File: config.mk
export PLATFORM = sky130hd
export DESIGN_NAME = ncl_thresh_bank
export DESIGN_NICKNAME = d
export VERILOG_FILES = /design/src/rtl/ncl_thresh_bank.sv
export SDC_FILE = /design/constraint.sdc
export NUM_CORES = 1
export LEC_CHECK = 0
export ABC_AREA = 1
export CAP_MARGIN = 10
export CORE_MARGIN = 5
export CORE_UTILIZATION = 53
export DETAILED_ROUTE_END_ITERATION = 8
export PLACE_DENSITY = 0.86
export SKIP_LAST_GASP = 1
export SLEW_MARGIN = 20
export SYNTH_ARGS = -nofsm -noshare
export SYNTH_HDL_FRONTEND = slang
export SYNTH_SLANG_ARGS = --single-unit
export TNS_END_PERCENT = 100
File: constraint.sdc
create_clock -name clk -period 2 [get_ports clk]
set_input_delay 0.4 -clock clk [delete_from_list [all_inputs] [get_ports clk]]
set_output_delay 0.4 -clock clk [all_outputs]
set_load 0.03 [all_outputs]
File: src/rtl/ncl_thresh_bank.sv
// Bank of CH clocked NCL weighted threshold gates (THmnWw) with optional hysteresis,
// bank completion detection, NULL->DATA wavefront counting and input-monotonicity checking.
module ncl_thresh_bank #(
    parameter int unsigned          CH      = 4,
    parameter int unsigned          N       = 4,
    parameter int unsigned          WW      = 4,
    parameter logic [N*WW-1:0]      WEIGHTS = 16'h1122,
    parameter int unsigned          M       = 3,
    parameter int unsigned          SW      = 8,
    parameter bit                   HYST    = 1'b1,
    parameter int unsigned          CW      = 16
) (
    input  logic            clk,
    input  logic            rst,
    input  logic            en,
    input  logic [CH*N-1:0] din,
    input  logic            err_clr,
    output logic [CH-1:0]   y,
    output logic            all_data,
    output logic            all_null,
    output logic [CW-1:0]   wave_cnt,
    output logic [CH-1:0]   mono_err
);

    function automatic int unsigned weight_sum();
        int unsigned s;
        s = 0;
        for (int i = 0; i < N; i++) begin
            s += int'(WEIGHTS[i*WW +: WW]);
        end
        return s;
    endfunction

    if (M < 1 || M > weight_sum()) begin : g_bad_threshold
        $error("ncl_thresh_bank: threshold M outside 1..sum(WEIGHTS)");
    end
    if (SW < 32 && (N * ((2 ** WW) - 1)) >= (2 ** SW)) begin : g_bad_sum_width
        $error("ncl_thresh_bank: SW too narrow for the worst-case weighted sum");
    end

    typedef enum logic {NullPh, DataPh} phase_e;

    phase_e          phase_q, phase_d;
    logic [CW-1:0]   wave_q, wave_d;
    logic [CH-1:0]   y_q, y_d;
    logic [CH-1:0]   fall_q, fall_d;
    logic [CH-1:0]   mono_q, mono_d;
    logic [CH*N-1:0] prev_q;

    logic [SW-1:0]   sum;
    logic            set, clr, fell, rose;

    always_comb begin
        y_d    = y_q;
        fall_d = fall_q;
        mono_d = mono_q;
        sum    = '0;
        set    = 1'b0;
        clr    = 1'b0;
        fell   = 1'b0;
        rose   = 1'b0;
        for (int k = 0; k < CH; k++) begin
            sum = '0;
            for (int i = 0; i < N; i++) begin
                if (din[k*N + i]) begin
                    sum = sum + SW'(WEIGHTS[i*WW +: WW]);
                end
            end
            set    = (sum >= SW'(M));
            clr    = ~|din[k*N +: N];
            y_d[k] = HYST ? (set | (~clr & y_q[k])) : set;
            fell   = |(prev_q[k*N +: N] & ~din[k*N +: N]);
            rose   = |(~prev_q[k*N +: N] & din[k*N +: N]);
            // A rise only counts as a violation against a fall seen in an earlier cycle
            fall_d[k] = ~clr & (fall_q[k] | fell);
            mono_d[k] = (mono_q[k] & ~err_clr) | (rose & fall_q[k]);
        end
    end

    // Phase tracks the post-update outputs so a wavefront is counted on the edge it completes
    always_comb begin
        phase_d = phase_q;
        wave_d  = wave_q;
        unique case (phase_q)
            NullPh: begin
                if (&y_d) begin
                    phase_d = DataPh;
                    wave_d  = wave_q + CW'(1);
                end
            end
            DataPh: begin
                if (~|y_d) begin
                    phase_d = NullPh;
                end
            end
            default: phase_d = NullPh;
        endcase
    end

    always_ff @(posedge clk) begin
        if (rst) begin
            phase_q <= NullPh;
            wave_q  <= '0;
            y_q     <= '0;
            fall_q  <= '0;
            mono_q  <= '0;
            prev_q  <= '0;
        end else if (en) begin
            phase_q <= phase_d;
            wave_q  <= wave_d;
            y_q     <= y_d;
            fall_q  <= fall_d;
            mono_q  <= mono_d;
            prev_q  <= din;
        end
    end

    assign y        = y_q;
    assign all_data = &y_q;
    assign all_null = ~|y_q;
    assign wave_cnt = wave_q;
    assign mono_err = mono_q;

endmodule
==> impl_metrics.env, run 1 <==
export IMPL_top_usage_layer="met2"
export IMPL_crit_end="wave_cnt[14]"
export IMPL_drv_slew=0
export IMPL_wl_per_cell_um=14.97
export IMPL_grt_max_degree=48
export IMPL_syn_area_um2=2730
export IMPL_fin_nets=514
export IMPL_start_kind="primary input"
export IMPL_ys_async_sr_fraction_pct=0
export IMPL_diodes=0
export IMPL_synth_seq_cells=45
export IMPL_drt_antenna_violating_nets=0
export IMPL_drive_gt1_share_pct=21.76
export IMPL_ys_top_cells_by_count="nand2_1, dfxtp_1, inv_1"
export IMPL_antenna_found_initial=0
export IMPL_first_pass_iters=6
export IMPL_clockBufferDepth=2
export IMPL_gp_congestion=0.9050
export IMPL_r2r_start="wave_cnt[0]"
export IMPL_yosysTopAreaCell="dfxtp_1"
export IMPL_fp_coreArea_um2=5042
export IMPL_endpoint_kind="register"
export IMPL_synth_distinct_cells=29
export IMPL_num_io_pins=46
export IMPL_drc=0
export IMPL_skew_ns=0.01156
export IMPL_r2r_end="wave_cnt[8]"
export IMPL_p_per_area_nw_per_um2=591.6
export IMPL_htree_levels=2
export IMPL_clock_latency_ns=0.31
export IMPL_met2_usage_pct=43.38
export IMPL_cts_tree="yes"
export IMPL_seqCellArea_um2=900.9
export IMPL_wirelength_um=8203
export IMPL_die_width_um=81.77
export IMPL_die_h_um=81.77
export IMPL_cap_violations=0
export IMPL_synthTopCellsByArea="dfxtp_1, nand2_1, a21oi_1"
export IMPL_synth_xor_area_share_pct=2.246
export IMPL_status="completed"
export IMPL_ys_seq_area_share_pct=33.00
export IMPL_cts_sinks=45
export IMPL_path_max_fanout=7
export IMPL_crit_type="in -> reg"
export IMPL_crit_path_max_incr_delay_ns=0.51
export IMPL_grt_overflow=0
export IMPL_io_buffer_count=45
export IMPL_worstMarginPinSlew_ns=0.4134
export IMPL_synth_top_cell_area_share_pct=33.00
export IMPL_cts_clk_slew_worst_paths_ns=0.10
export IMPL_die_area_um2=6686
export IMPL_dp_cells=532
export IMPL_crit_arrival_ns=2.18
export IMPL_ir_drop_mv=0.5176
export IMPL_path_buf_inv=3
export IMPL_num_vias=3094
export IMPL_synth_compound_area_share_pct=18.15
export IMPL_start_util_pct=54.14
export IMPL_slowest_stage="clkdlybuf4s50_1"
export IMPL_maxSlewHeadroom_pct=72.44
export IMPL_pre_cts_slack_ns=-0.4692
export IMPL_first_iter_violations=188
export IMPL_crit_start="din[3]"
export IMPL_synth_nets=435
export IMPL_synthCells=398
export IMPL_muxShareOfSynthArea_pct=0
export IMPL_multi_input_area_um2=1744
export IMPL_tns_ns=0
export IMPL_final_cells=548
export IMPL_synth_edf_count=0
export IMPL_final_util_pct=76.77
export IMPL_cp_depth=12
export IMPL_via_per_inst=5.646
export IMPL_finalCriticalPeriod_ns=1.924
export IMPL_synth_simple_area_share_pct=28.28
export IMPL_std_cell_rows=26
export IMPL_min_period_over_period_pct=96.18
export IMPL_crit_family="simple AND/OR/NAND/NOR gates"
export IMPL_grt_pass1_wl_um=12830
export IMPL_hp_class="reg -> reg"
export IMPL_met3_usage_pct=3.947
export IMPL_area_growth_pct=41.80
export IMPL_grt_pass1_vias=2897
export IMPL_fill_cells=330
export IMPL_postSynthAreaPerCell_um2=6.860
export IMPL_dp_hpwl_um=5259
export IMPL_synth_top_family_by_area="simple AND/OR/NAND/NOR gates"
export IMPL_cp_common_cell="nand2_1"
export IMPL_numCtsBuffers=5
export IMPL_globalRouteMet1Util_pct=29.21
export IMPL_synthAdderAreaFrac_pct=8.891
export IMPL_groute_usage_overall_pct=24.34
export IMPL_hold_viol_final=0
export IMPL_required_ns=2.25
export IMPL_rrSetupSlack_ns=0.34
export IMPL_yosysWarnings=0
export IMPL_rr_worst_depth=7
export IMPL_synth_ff_type="dfxtp_1"
export IMPL_power_w=0.002290
export IMPL_ctsRootBufferMaster="clkbuf_8"
export IMPL_setup_viol=0
export IMPL_max_freq_mhz=519.8
export IMPL_p_leak_nw=1.683
export IMPL_crit_path_cell_trace="clkdlybuf4s50_1, inv_2, ha_1, nand2_1, nand2_1, nand2_1, inv_1, nand3_4, nand2_4, nor2_4, nand3_1, a21oi_1"
export IMPL_fin_ws_ns=0.07635
export IMPL_synth_most_common_cell="nand2_1"
==> where the power goes <==
group          internal, W  switching (W)  total, W  leakage [nW]
combinational     0.000302       0.000389  0.000691          1.27
sequential        0.000942      0.0000381  0.000980         0.369
clock             0.000285       0.000334  0.000619        0.0478
==> tightest hold or removal path, cell delays in order, from the launching register on <==
cell	delay [ns]
dfxtp_1	0.32
nand2_1	0.06
a21oi_1	0.06
==> metrics by stage <==
| step | cell area, µm² | hold WS (ns) |
|---|---|---|
| finish | 3871 | 0.4811 |
| detailed placement | 3471 | 0.4665 |
| CTS | 3711 | 0.4851 |
| global placement | 3471 | 0.4574 |
| global route | 3871 | 0.5067 |
| floorplan | 2730 | 0.4374 |
==> worst min path at each step <==
| stage | endpoint | cells past startpoint | slack (ns) | startpoint |
|---|---|---|---|---|
| after floorplan | fall_q[0] | 2 | 0.44 | fall_q[0] |
| after global placement | fall_q[0] | 2 | 0.46 | fall_q[0] |
| after CTS | fall_q[0] | 2 | 0.49 | fall_q[0] |
| after detailed placement | fall_q[0] | 2 | 0.47 | fall_q[0] |
| final | mono_err[3] | 2 | 0.48 | mono_err[3] |
| after global routing | mono_err[3] | 2 | 0.51 | mono_err[3] |
==> routing by layer <==
layer  part of all wire [%]  vias up
met1                     39     1461
met4                    2.5        0
met3                    5.7       23
met5                      0        -
met2                     52      138
li1                       -     1472
==> what timing repair did <==
action,in CTS,in global routing
setup endpoints to repair,19,18
cloned,2,1
pin swaps,11,20
gates resized for setup,29,33
buffers inserted,4,1
hold buffers,0,0
==> state kept, by name, indices dropped and copies added (netlist names) <==
signal    count
prev_q       16
phase_q       1
wave_cnt     16
y             4
mono_err      4
fall_q        4
==> cell families after synthesis <==
logic type | Yosys count
buf+inv | 65
flops | 45
compound gates | 93
simple gates | 171
fa+ha+maj | 17
xor+xnor | 7
==> area by class of cell <==
cell class | instances | share of cell area, %
Multi-Input combinational cell | 289 | 45.05
Tap cell | 70 | 2.262
Sequential cell | 45 | 23.27
Clock inverter | 2 | 0.4202
Inverter | 52 | 5.107
Timing Repair Buffer | 84 | 21.75
Clock buffer | 6 | 2.133
==> layout by cell type, fill, tap and decap left out, drive strengths merged, types with 2 or more instances in the layout <==
cell type,instances
o221ai,4
o21ai,44
dlymetal6s2s,8
xor2,5
o2111ai,4
nand3,35
nand4,5
clkdlybuf4s50,30
xnor2,2
ha,13
a21oi,41
fa,4
dlygate4sd2,7
nor2,33
clkbuf,7
dfxtp,45
nand2,97
buf,38
inv,52
Note: power is estimated with default switching activity, not from simulation.
==> run 2: changes to the inputs <==
- ABC_CLOCK_PERIOD_IN_PS: default -> 2000
- SETUP_SLACK_MARGIN: default -> 0.2
==> run 2 against run 1 <==
Net effect: final area up 3.1%; wire length grew 12%; first-iteration DRC count is 72% higher.
==> impl_metrics.env, run 2 (same netlist as run 1, synthesis figures left out) <==
export IMPL_status="completed"
export IMPL_worstMarginPinSlew_ns=0.3468
export IMPL_slowest_stage="fa_1"
export IMPL_place_area_um2=3540
export IMPL_via_per_inst=5.823
export IMPL_cap_violations=0
export IMPL_drv_slew=0
export IMPL_grt_max_degree=26
export IMPL_cts_sinks=45
export IMPL_multi_input_area_um2=1774
export IMPL_numCtsBuffers=5
export IMPL_cts_tree="yes"
export IMPL_fill_cells=304
export IMPL_path_max_fanout=2
export IMPL_max_freq_mhz=561.6
export IMPL_skew_ns=0.01029
export IMPL_hp_class="in -> reg"
export IMPL_grt_pass1_vias=3170
export IMPL_antenna_found_initial=0
export IMPL_rsz0062_at_grt="true"
export IMPL_required_ns=2.19
export IMPL_cts_clk_slew_worst_paths_ns=0.09
export IMPL_grt_pass1_wl_um=14320
export IMPL_crit_arrival_ns=1.97
export IMPL_grt_overflow=0
export IMPL_io_buffer_count=45
export IMPL_dp_hpwl_um=5259
export IMPL_crit_type="in -> reg"
export IMPL_min_period_over_period_pct=89.02
export IMPL_p_per_area_nw_per_um2=599.7
export IMPL_num_vias=3261
export IMPL_pre_cts_slack_ns=-0.4304
export IMPL_fp_coreArea_um2=5042
export IMPL_ctsRootBufferMaster="clkbuf_8"
export IMPL_setup_viol=0
export IMPL_finalCriticalPeriod_ns=1.780
export IMPL_die_width_um=81.77
export IMPL_design_area_um2=3993
export IMPL_postCtsHoldBufs=0
export IMPL_diodes=0
export IMPL_num_io_pins=46
export IMPL_first_pass_iters=5
export IMPL_first_iter_violations=324
export IMPL_fin_nets=526
export IMPL_clockBufferDepth=2
export IMPL_final_util_pct=79.18
export IMPL_wl_per_cell_um=16.38
export IMPL_std_cell_rows=26
export IMPL_maxSlewHeadroom_pct=76.64
export IMPL_crit_path_max_incr_delay_ns=0.53
export IMPL_start_util_pct=54.14
export IMPL_mostFrequentLayoutCell="nand2_1"
export IMPL_die_h_um=81.77
export IMPL_crit_path_cell_trace="buf_8, inv_4, fa_1, inv_1, nand2_1, nand2_1, nand2_1, nand3_2, buf_6, buf_4, nor2_2, nand3_1, nand2_1, a21oi_2"
export IMPL_cp_common_cell="nand2_1"
export IMPL_groute_usage_overall_pct=27.41
export IMPL_ir_drop_mv=0.4297
export IMPL_htree_levels=2
export IMPL_endpoint_kind="register"
export IMPL_area_growth_pct=46.24
export IMPL_p_leak_nw=1.808
export IMPL_hold_viol_final=0
export IMPL_drt_antenna_violating_nets=0
export IMPL_start_kind="primary input"
export IMPL_die_area_um2=6686
export IMPL_clock_latency_ns=0.31
export IMPL_final_cell_mix="nand2_1, dfxtp_1, buf_4"
export IMPL_gp_congestion=0.9163
export IMPL_fin_ws_ns=0.2195
export IMPL_drc=0
export IMPL_wirelength_um=9175
export IMPL_drive_gt1_share_pct=28.37
export IMPL_seqCellArea_um2=902.1
## run 2: changes by cell type in the layout (fill, tap and decap cells not counted), moves of 3 or more
cell,change
buf_4,+3
buf_6,+12
clkbuf_2,+7
dlygate4sd2_1,+16
o21ai_1,-7
clkdlybuf4s50_1,-24
o21ai_2,+7
dlymetal6s2s_1,-6
## run 2: what timing repair did
item / 4_1_cts / 5_1_grt
setup endpoints to repair: 42 / 22
cloned: 4 / 0
pin swaps: 16 / 24
buffers inserted: 10 / 0
gates resized for setup: 92 / 59
## run 2: path summary, 6_finish.rpt
check | start | to | slack (ns) | cells past startpoint
setup reg to reg | wave_cnt[1] | wave_cnt[8] | 0.30 | 7
setup / recovery | din[10] | phase_q | 0.22 | 14
hold reg to reg | phase_q | phase_q | 0.48 | 2
hold / removal | din[5] | prev_q[5] | 0.46 | 4
## run 2: report_power, final
| part | leakage, nW | internal (W) | total (W) | switching [W] |
|---|---|---|---|---|
| logic | 1.40 | 0.000383 | 0.000824 | 0.000440 |
| registers | 0.369 | 0.000942 | 0.000985 | 0.0000426 |
| clock network | 0.0364 | 0.000245 | 0.000585 | 0.000340 |
| total | 1.81 | 0.00157 | 0.00239 | 0.000823 |
## run 2: final cells by class
class                   instances  area share [%]
repair buffers                 97           23.41
multi-input cells             288           44.44
clock inverters                 3          0.5641
well taps                      70           2.194
inverters                      52           5.077
flip-flops and latches         45           22.59
clock buffers                   5           1.724
## run 2: metal layers
metal	wire length [µm]	track usage, %
met4	372	15.61
met2	4721	48.22
met5	0	0
met1	3380	30.69
met3	701	5.263
## run 2: per-stage QoR
stage	setup TNS (ns)	instances	hold WS (ns)	total power (W)
after floorplan	0	398	0.4374	0.001326
after global placement	-5.906	538	0.4489	0.001555
after detailed placement	-7.583	538	0.4612	0.001577
after CTS	0	560	0.4812	0.002310
after global routing	0	560	0.4589	0.002495
final	0	560	0.4568	0.002394
## run 2: worst max-delay path, delay by kind of cell
| kind | cells | cell delay, ns |
|---|---|---|
| simple gates | 7 | 0.55 |
| fa+ha+maj | 1 | 0.53 |
| buf+inv | 5 | 0.45 |
| compound gates | 1 | 0.05 |
==> run 3: changes to the inputs <==
- MAX_ROUTING_LAYER: default -> met4
==> run 3 against run 2 <==
Net effect: sequential share of layout area is the same; sequential cell count is the same; combinational power is essentially flat; wire length grew 0.68%; final area is the same; final cell count is the same; sequential power is essentially flat; via count grew 0.28%.
==> impl_metrics.env, run 3 (same netlist as run 1, synthesis figures left out) <==
export IMPL_clockBufferDepth=2
export IMPL_mostFrequentLayoutCell="nand2_1"
export IMPL_switching_share_pct=34.43
export IMPL_crit_type="in -> reg"
export IMPL_num_vias=3270
export IMPL_skew_ns=0.008487
export IMPL_maxSlewHeadroom_pct=77.79
export IMPL_power_w=0.002396
export IMPL_htree_levels=2
export IMPL_cts_tree="yes"
export IMPL_drt_antenna_violating_nets=0
export IMPL_wl_per_cell_um=16.49
export IMPL_final_cell_mix="nand2_1, dfxtp_1, buf_4"
export IMPL_die_h_um=81.77
export IMPL_max_freq_mhz=561.2
export IMPL_grt_pass1_wl_um=14310
export IMPL_worstMarginPinSlew_ns=0.3297
export IMPL_die_area_um2=6686
export IMPL_wirelength_um=9237
export IMPL_drv_slew=0
export IMPL_rsz0062_at_grt="true"
export IMPL_power_internal_w=0.001571
export IMPL_num_io_pins=46
export IMPL_start_util_pct=54.14
export IMPL_grt_pass1_vias=3177
export IMPL_first_pass_iters=5
export IMPL_first_iter_violations=330
export IMPL_postCtsHoldBufs=0
export IMPL_cap_violations=0
export IMPL_cts_sinks=45
export IMPL_die_width_um=81.77
export IMPL_diodes=0
export IMPL_area_growth_pct=46.24
export IMPL_fp_coreArea_um2=5042
export IMPL_gp_congestion=0.9323
export IMPL_grt_overflow=0
export IMPL_antenna_found_initial=0
export IMPL_ctsRootBufferMaster="clkbuf_8"
export IMPL_numCtsBuffers=5
export IMPL_setup_viol=0
export IMPL_grt_max_degree=26
export IMPL_p_switching_w=0.0008250
export IMPL_design_area_um2=3993
export IMPL_required_ns=2.19
export IMPL_hp_class="in -> reg"
export IMPL_clock_latency_ns=0.31
export IMPL_p_per_area_nw_per_um2=600.1
export IMPL_io_buffer_count=45
export IMPL_status="completed"
export IMPL_place_area_um2=3540
export IMPL_path_max_fanout=2
export IMPL_cts_clk_slew_worst_paths_ns=0.09
export IMPL_drive_gt1_share_pct=28.37
export IMPL_power_frac_comb_pct=34.4
export IMPL_endpoint_kind="register"
export IMPL_fin_ws_ns=0.2181
export IMPL_fin_nets=526
export IMPL_crit_arrival_ns=1.97
export IMPL_groute_usage_overall_pct=28.19
export IMPL_power_frac_clock_pct=24.4
export IMPL_min_period_over_period_pct=89.10
export IMPL_seqPwrFrac_pct=41.1
export IMPL_std_cell_rows=26
export IMPL_pre_cts_slack_ns=-0.4304
export IMPL_via_per_inst=5.839
export IMPL_hold_viol_final=0
export IMPL_dp_hpwl_um=5259
export IMPL_start_kind="primary input"
export IMPL_drc=0
export IMPL_p_leak_nw=1.808
export IMPL_hold_slack_ns=0.4546
export IMPL_ir_drop_mv=0.4311
export IMPL_finalCriticalPeriod_ns=1.782
[run 3: final timing paths]
| kind | from | endpoint | slack, ns | depth (start not counted) |
|---|---|---|---|---|
| min | din[5] | prev_q[5] | 0.45 | 4 |
| max | din[10] | phase_q | 0.22 | 14 |
| max reg2reg | wave_cnt[1] | wave_cnt[8] | 0.30 | 7 |
| min reg2reg | mono_err[1] | mono_err[1] | 0.48 | 2 |
[run 3: repair_timing]
action,CTS,global route
setup buffers,10,0
gates resized for setup,92,59
gates cloned,4,0
pin swaps,16,24
endpoints found under the setup margin,42,22
[run 3: layout make-up]
class / instances / area, µm²
tap: 70 / 87.58
sequential: 45 / 902.1
multi-input combinational: 288 / 1774
clock buffer: 5 / 68.82
clock inverter: 3 / 22.52
fill: 304 / 1050
inverter: 52 / 202.7
timing repair buffer: 97 / 934.6
[run 3: layer usage]
metal / track usage [%] / wire length, µm
met1: 30.75 / 3483
met4: 15.61 / 375
met5: - / 0
met3: 5.154 / 675
met2: 48.22 / 4703
[run 3: worst max-delay path, stage by stage]
cell and delay [ns]:
buf_8 0.08, inv_4 0.03, fa_1 0.53, inv_1 0.05, nand2_1 0.06, nand2_1 0.05, nand2_1 0.08, nand3_2 0.11
buf_6 0.16, buf_4 0.13, nor2_2 0.09, nand3_1 0.08, nand2_1 0.09, a21oi_2 0.05
[run 3: power groups by stage]
stage | Sequential, W | Clock (W) | Combinational, W
3_5_place_dp | 0.00100 | 0 | 0.000575
3_3_place_gp | 0.000999 | 0 | 0.000556
6_report | 0.000985 | 0.000586 | 0.000825
5_1_grt | 0.000989 | 0.000628 | 0.000876
2_1_floorplan | 0.00102 | 0 | 0.000307
4_1_cts | 0.000981 | 0.000588 | 0.000741
[run 3: metrics by stage]
| step | setup TNS [ns] | cells | util [%] |
|---|---|---|---|
| detailed placement | -7.583 | 538 | 70.20 |
| global placement | -5.906 | 538 | 70.20 |
| finish | 0 | 560 | 79.18 |
| global route | 0 | 560 | 79.18 |
| floorplan | 0 | 398 | - |
| CTS | 0 | 560 | 77.00 |
